==> src/rtl/alu_pkg.sv <==
// Shared opcode definitions for the ripple-carry ALU and its 1-bit slice.
package alu_pkg;

   localparam int unsigned OPCODE_W = 2;

   typedef logic [OPCODE_W-1:0] opcode_t;

   localparam opcode_t OP_ADD = 2'b00;
   localparam opcode_t OP_SUB = 2'b01;
   localparam opcode_t OP_AND = 2'b10;
   localparam opcode_t OP_OR  = 2'b11;

endpackage : alu_pkg

==> src/rtl/alu_slice.sv <==
// Combinational 1-bit ALU cell: full adder / full subtractor / AND / OR.
module alu_slice
   import alu_pkg::*;
(
   input  logic    a,
   input  logic    b,
   input  opcode_t opcode,
   input  logic    cin,
   output logic    result,
   output logic    cout
);

   // cin is borrow-in for SUB; cout is a true borrow-out, not an inverted carry.
   always_comb begin
      result = 1'b0;
      cout   = 1'b0;
      case (opcode)
         OP_ADD: begin
            result = a ^ b ^ cin;
            cout   = (a & b) | (a & cin) | (b & cin);
         end
         OP_SUB: begin
            result = a ^ b ^ cin;
            cout   = (~a & b) | (~a & cin) | (b & cin);
         end
         OP_AND:  result = a & b;
         OP_OR:   result = a | b;
         default: ;
      endcase
   end

endmodule : alu_slice

==> src/rtl/alu_rc_reg.sv <==
// Ripple-carry ALU built from alu_slice cells, with a one-cycle registered
// output stage and valid flop.
module alu_rc_reg
   import alu_pkg::*;
#(
   parameter int unsigned WIDTH = 4
) (
   input  logic             clk,
   input  logic             rst_n,
   input  logic             in_valid,
   input  logic [WIDTH-1:0] a,
   input  logic [WIDTH-1:0] b,
   input  opcode_t          opcode,
   input  logic             cin,
   output logic [WIDTH-1:0] result,
   output logic             cout,
   output logic             out_valid
);

   logic [WIDTH:0]   w_carry;
   logic [WIDTH-1:0] w_result;
   logic [WIDTH-1:0] r_result;
   logic             r_cout;
   logic             r_valid;

   assign w_carry[0] = cin;

   // Slice i takes carry/borrow from slice i-1; the last slice drives cout.
   for (genvar i = 0; i < int'(WIDTH); i++) begin : g_slice
      alu_slice u_slice (
         .a      (a[i]),
         .b      (b[i]),
         .opcode (opcode),
         .cin    (w_carry[i]),
         .result (w_result[i]),
         .cout   (w_carry[i+1])
      );
   end

   // Result/cout load only on valid input so they hold (and never take X) otherwise.
   always_ff @(posedge clk or negedge rst_n) begin
      if (!rst_n) begin
         r_result <= '0;
         r_cout   <= 1'b0;
         r_valid  <= 1'b0;
      end else begin
         r_valid <= in_valid;
         if (in_valid) begin
            r_result <= w_result;
            r_cout   <= w_carry[WIDTH];
         end
      end
   end

   assign result    = r_result;
   assign cout      = r_cout;
   assign out_valid = r_valid;

endmodule : alu_rc_reg

==> config.mk <==
export PLATFORM = sky130hd
export DESIGN_NAME = alu_rc_reg
export DESIGN_NICKNAME = d
export VERILOG_FILES = /design/src/rtl/alu_pkg.sv /design/src/rtl/alu_slice.sv /design/src/rtl/alu_rc_reg.sv
export SDC_FILE = /design/constraint.sdc
export NUM_CORES = 1
export LEC_CHECK = 0
export ABC_CLOCK_PERIOD_IN_PS = 1600
export CORE_MARGIN = 5
export CORE_UTILIZATION = 35
export DETAILED_ROUTE_END_ITERATION = 10
export GPL_ROUTABILITY_DRIVEN = 0
export PLACE_DENSITY = 0.62
export SLEW_MARGIN = 20
export SYNTH_ARGS = -nofsm -noshare
export SYNTH_HDL_FRONTEND = slang
export SYNTH_SLANG_ARGS = --single-unit
==> constraint.sdc <==
create_clock -name clk -period 1.6 [get_ports clk]
set_input_delay 0.32 -clock clk [delete_from_list [all_inputs] [get_ports clk]]
set_output_delay 0.32 -clock clk [all_outputs]
set_load 0.02 [all_outputs]
==> flow_summary.json <==
{
  "layout-drive-gt1-share": 0.411,
  "insertion_delay_ns": 0.24,
  "synth_nets": 107,
  "start_util": 0.370,
  "syn_inst": 81,
  "worst-path-max-fanout": 4,
  "wl_mm": 1.78,
  "synthTopCellsByCount": "inv_1 (13), ha_1 (12), nand2_1 (8), dfrtp_1 (6), a21oi_1 (4)",
  "die_h_um": 55.5,
  "gr-total-overflow": 0,
  "slowest_delay_ns": 0.48,
  "cts-root-buf": "clkbuf_4",
  "antenna_cells": 0,
  "total_power_mw": 0.662,
  "area_growth_pct": 70.3,
  "finalHoldViolations": 0,
  "fp.dieW_um": 55.5,
  "drcViolationCount": 0,
  "cp-start-kind": "primary input",
  "end_kind": "flip-flop",
  "ys_warn_count": 0,
  "grt_usage": 0.123,
  "worst-setup-path-type": "in2reg",
  "yosysTopAreaCellShare": 0.207,
  "swShare": 0.332,
  "cts.sinks": 6,
  "drt-initial-drc-count": 9,
  "fin_ws_ns": -0.0299,
  "ant_nets": 0,
  "layout_min_cycle_time_ns": 1.63,
  "grt_max_degree": 9,
  "clk_pin_slew_ns": 0.04,
  "rsz0062_at_grt": "yes",
  "period_share": 1.02,
  "relSlewSlack": 0.717,
  "setup_violations": 1,
  "cts_tree": "done",
  "max_cap_violations": 0,
  "holdWs_ns": 0.312,
  "layout.cells.non_filler": 151,
  "sequentialPowerShare": 0.279,
  "hold_buffers": 0,
  "ir_drop_v": 0.000297,
  "clock_power_share": 0.209,
  "cts_buffers": 3,
  "worstMarginPinSlew_ns": 0.424,
  "io_buffers": 19,
  "cts_max_level": 1,
  "syn_area_per_cell_sq_um": 8.96,
  "cts_max_path_buffers": 2,
  "syn_area_sq_um": 726,
  "ys_seq_area_frac": 0.207,
  "placed_area_sq_mm": 0.00113,
  "grt_pass1_vias": 740,
  "internal_power_mw": 0.442,
  "grt_pass1_wl_mm": 3.10,
  "final_area_sq_mm": 0.00124,
  "vias": 724,
  "drt-vias-per-instance": 4.79,
  "die_area_sq_mm": 0.00308,
  "core_sq_mm": 0.00196,
  "arrival_ns": 1.73,
  "ys_ff_latch": 6,
  "synthArstFlopShare": 1.00,
  "p_switching_mw": 0.220,
  "synth_area_leaders": "dfrtp_1 (21%), ha_1 (21%), inv_1 (6.7%), nand2_1 (4.1%), a2111oi_4 (3.8%)",
  "num_rows": 16,
  "finalClockSkew_ns": 0,
  "avgRoutedWirePerCell_um": 11.8,
  "synthFlopType": "dfrtp_1",
  "cp_cell_sequence": "buf_8 > nand2b_4 > a2111oi_4 > nand3_2 > a32oi_2 > xor2_1 > o221ai_1",
  "dr.pass1.iters": 4,
  "synth_edf_count": 0,
  "hold_class": "in2async",
  "dp_cells": 146,
  "synth_largest_area_cell": "dfrtp_1",
  "antenna_found_initial": 0,
  "leakage_nw": 0.569,
  "top_level_ports": 20,
  "synth_cell_types": 30,
  "slew_violations": 0,
  "dpl.hpwl_mm": 1.40,
  "violations": "setup timing",
  "outcome": "complete, but fails checks",
  "power.density_mw_per_mm2": 535,
  "slowest_stage": "a2111oi_4",
  "required_ns": 1.70,
  "setup_tns_ns": -0.0299,
  "clock.fmax_mhz": 614,
  "yosysMostFrequentCell": "inv_1",
  "nets": 152,
  "combPwrFrac": 0.512
}
[sequential cells by signal (all words and copies together) (netlist names)]
name	flops
result	4
cout	1
out_valid	1
[cells in the final DEF (no fill, tap or decap), types with 2 or more instances in the layout]
master and instances:
mux2i_1 2, xnor2_1 2, dlygate4sd2_1 2, clkdlybuf4s50_1 10
buf_4 21, clkbuf_4 3, ha_1 8, o21ai_0 3
buf_6 3, buf_8 2, inv_1 11, dfrtp_1 6
ha_2 2, ha_4 2, o21ai_1 2, a21oi_1 2
o31ai_1 2, clkdlybuf4s15_2 2, o211ai_1 3, xor2_1 3
a21oi_2 2, nor2_1 2, nand2_1 8
[routing by layer]
layer,vias up,share of wire,wire [um],track usage
met5,-,0,0,0
met2,26,0.51,901,0.230
li1,372,-,-,-
met3,6,0.049,87,0.0256
met1,320,0.43,757,0.134
met4,0,0.018,32,0.0417
[metrics by stage]
stage,util,setup slack [ns]
floorplan,-,-0.0521
global placement,0.578,-0.779
detailed placement,0.578,-0.880
CTS,0.617,-0.0193
global route,0.630,-0.135
finish,0.630,-0.0299
[final timing paths]
check / to / depth (start not counted) / start / slack (ns)
setup / recovery: result[3] / 7 / b[0] / -0.03
hold / removal: result[2] / 1 / rst_n / 0.31
setup reg to reg: result[1] / 1 / result[1] / 0.85
hold reg to reg: result[1] / 1 / result[1] / 0.52
max in group asynchronous: result[0] / 1 / rst_n / 1.08
min in group clk: result[1] / 1 / result[1] / 0.52
[final cells by class]
class / instances / area [sq um]
Multi-Input combinational cell: 60 / 574
Clock buffer: 3 / 22.5
Inverter: 13 / 63.8
Sequential cell: 6 / 150
Tap cell: 27 / 33.8
Fill cell: 179 / 726
Timing Repair Buffer: 42 / 392
[power groups by stage]
stage,sequential (mW),clock (mW),combinational (mW)
2_1_floorplan,0.213,0,0.129
3_3_place_gp,0.185,0,0.306
3_5_place_dp,0.186,0,0.311
4_1_cts,0.184,0.142,0.328
5_1_grt,0.187,0.150,0.370
6_report,0.184,0.138,0.339
[worst max-delay path: cells and delay by family]
family	cells	cell delay, ns
and+or+nand+nor	2	0.25
AOI/OAI and AO/OA	3	0.88
buffers and inverters	1	0.11
xor gates and xnor gates	1	0.17
[what timing repair did]
| item | 4_1_cts | 5_1_grt |
|---|---|---|
| gates cloned | 0 | 0 |
| endpoints found under the setup margin | 5 | 4 |
| resized for setup | 44 | 6 |
| pin swaps | 12 | 4 |
| setup buffers | 2 | 0 |
[cells by family after synthesis]
kind of cell             share of synthesized area
flip-flops                                   0.207
AND/OR/NAND/NOR                              0.140
multiplexers                                0.0431
XOR/XNOR                                    0.0604
adder cells (fa/ha/maj)                      0.207
AO/OA/AOI/OAI                                0.260
buffers and inverters                       0.0828
Power figures use the tool's default switching activity.
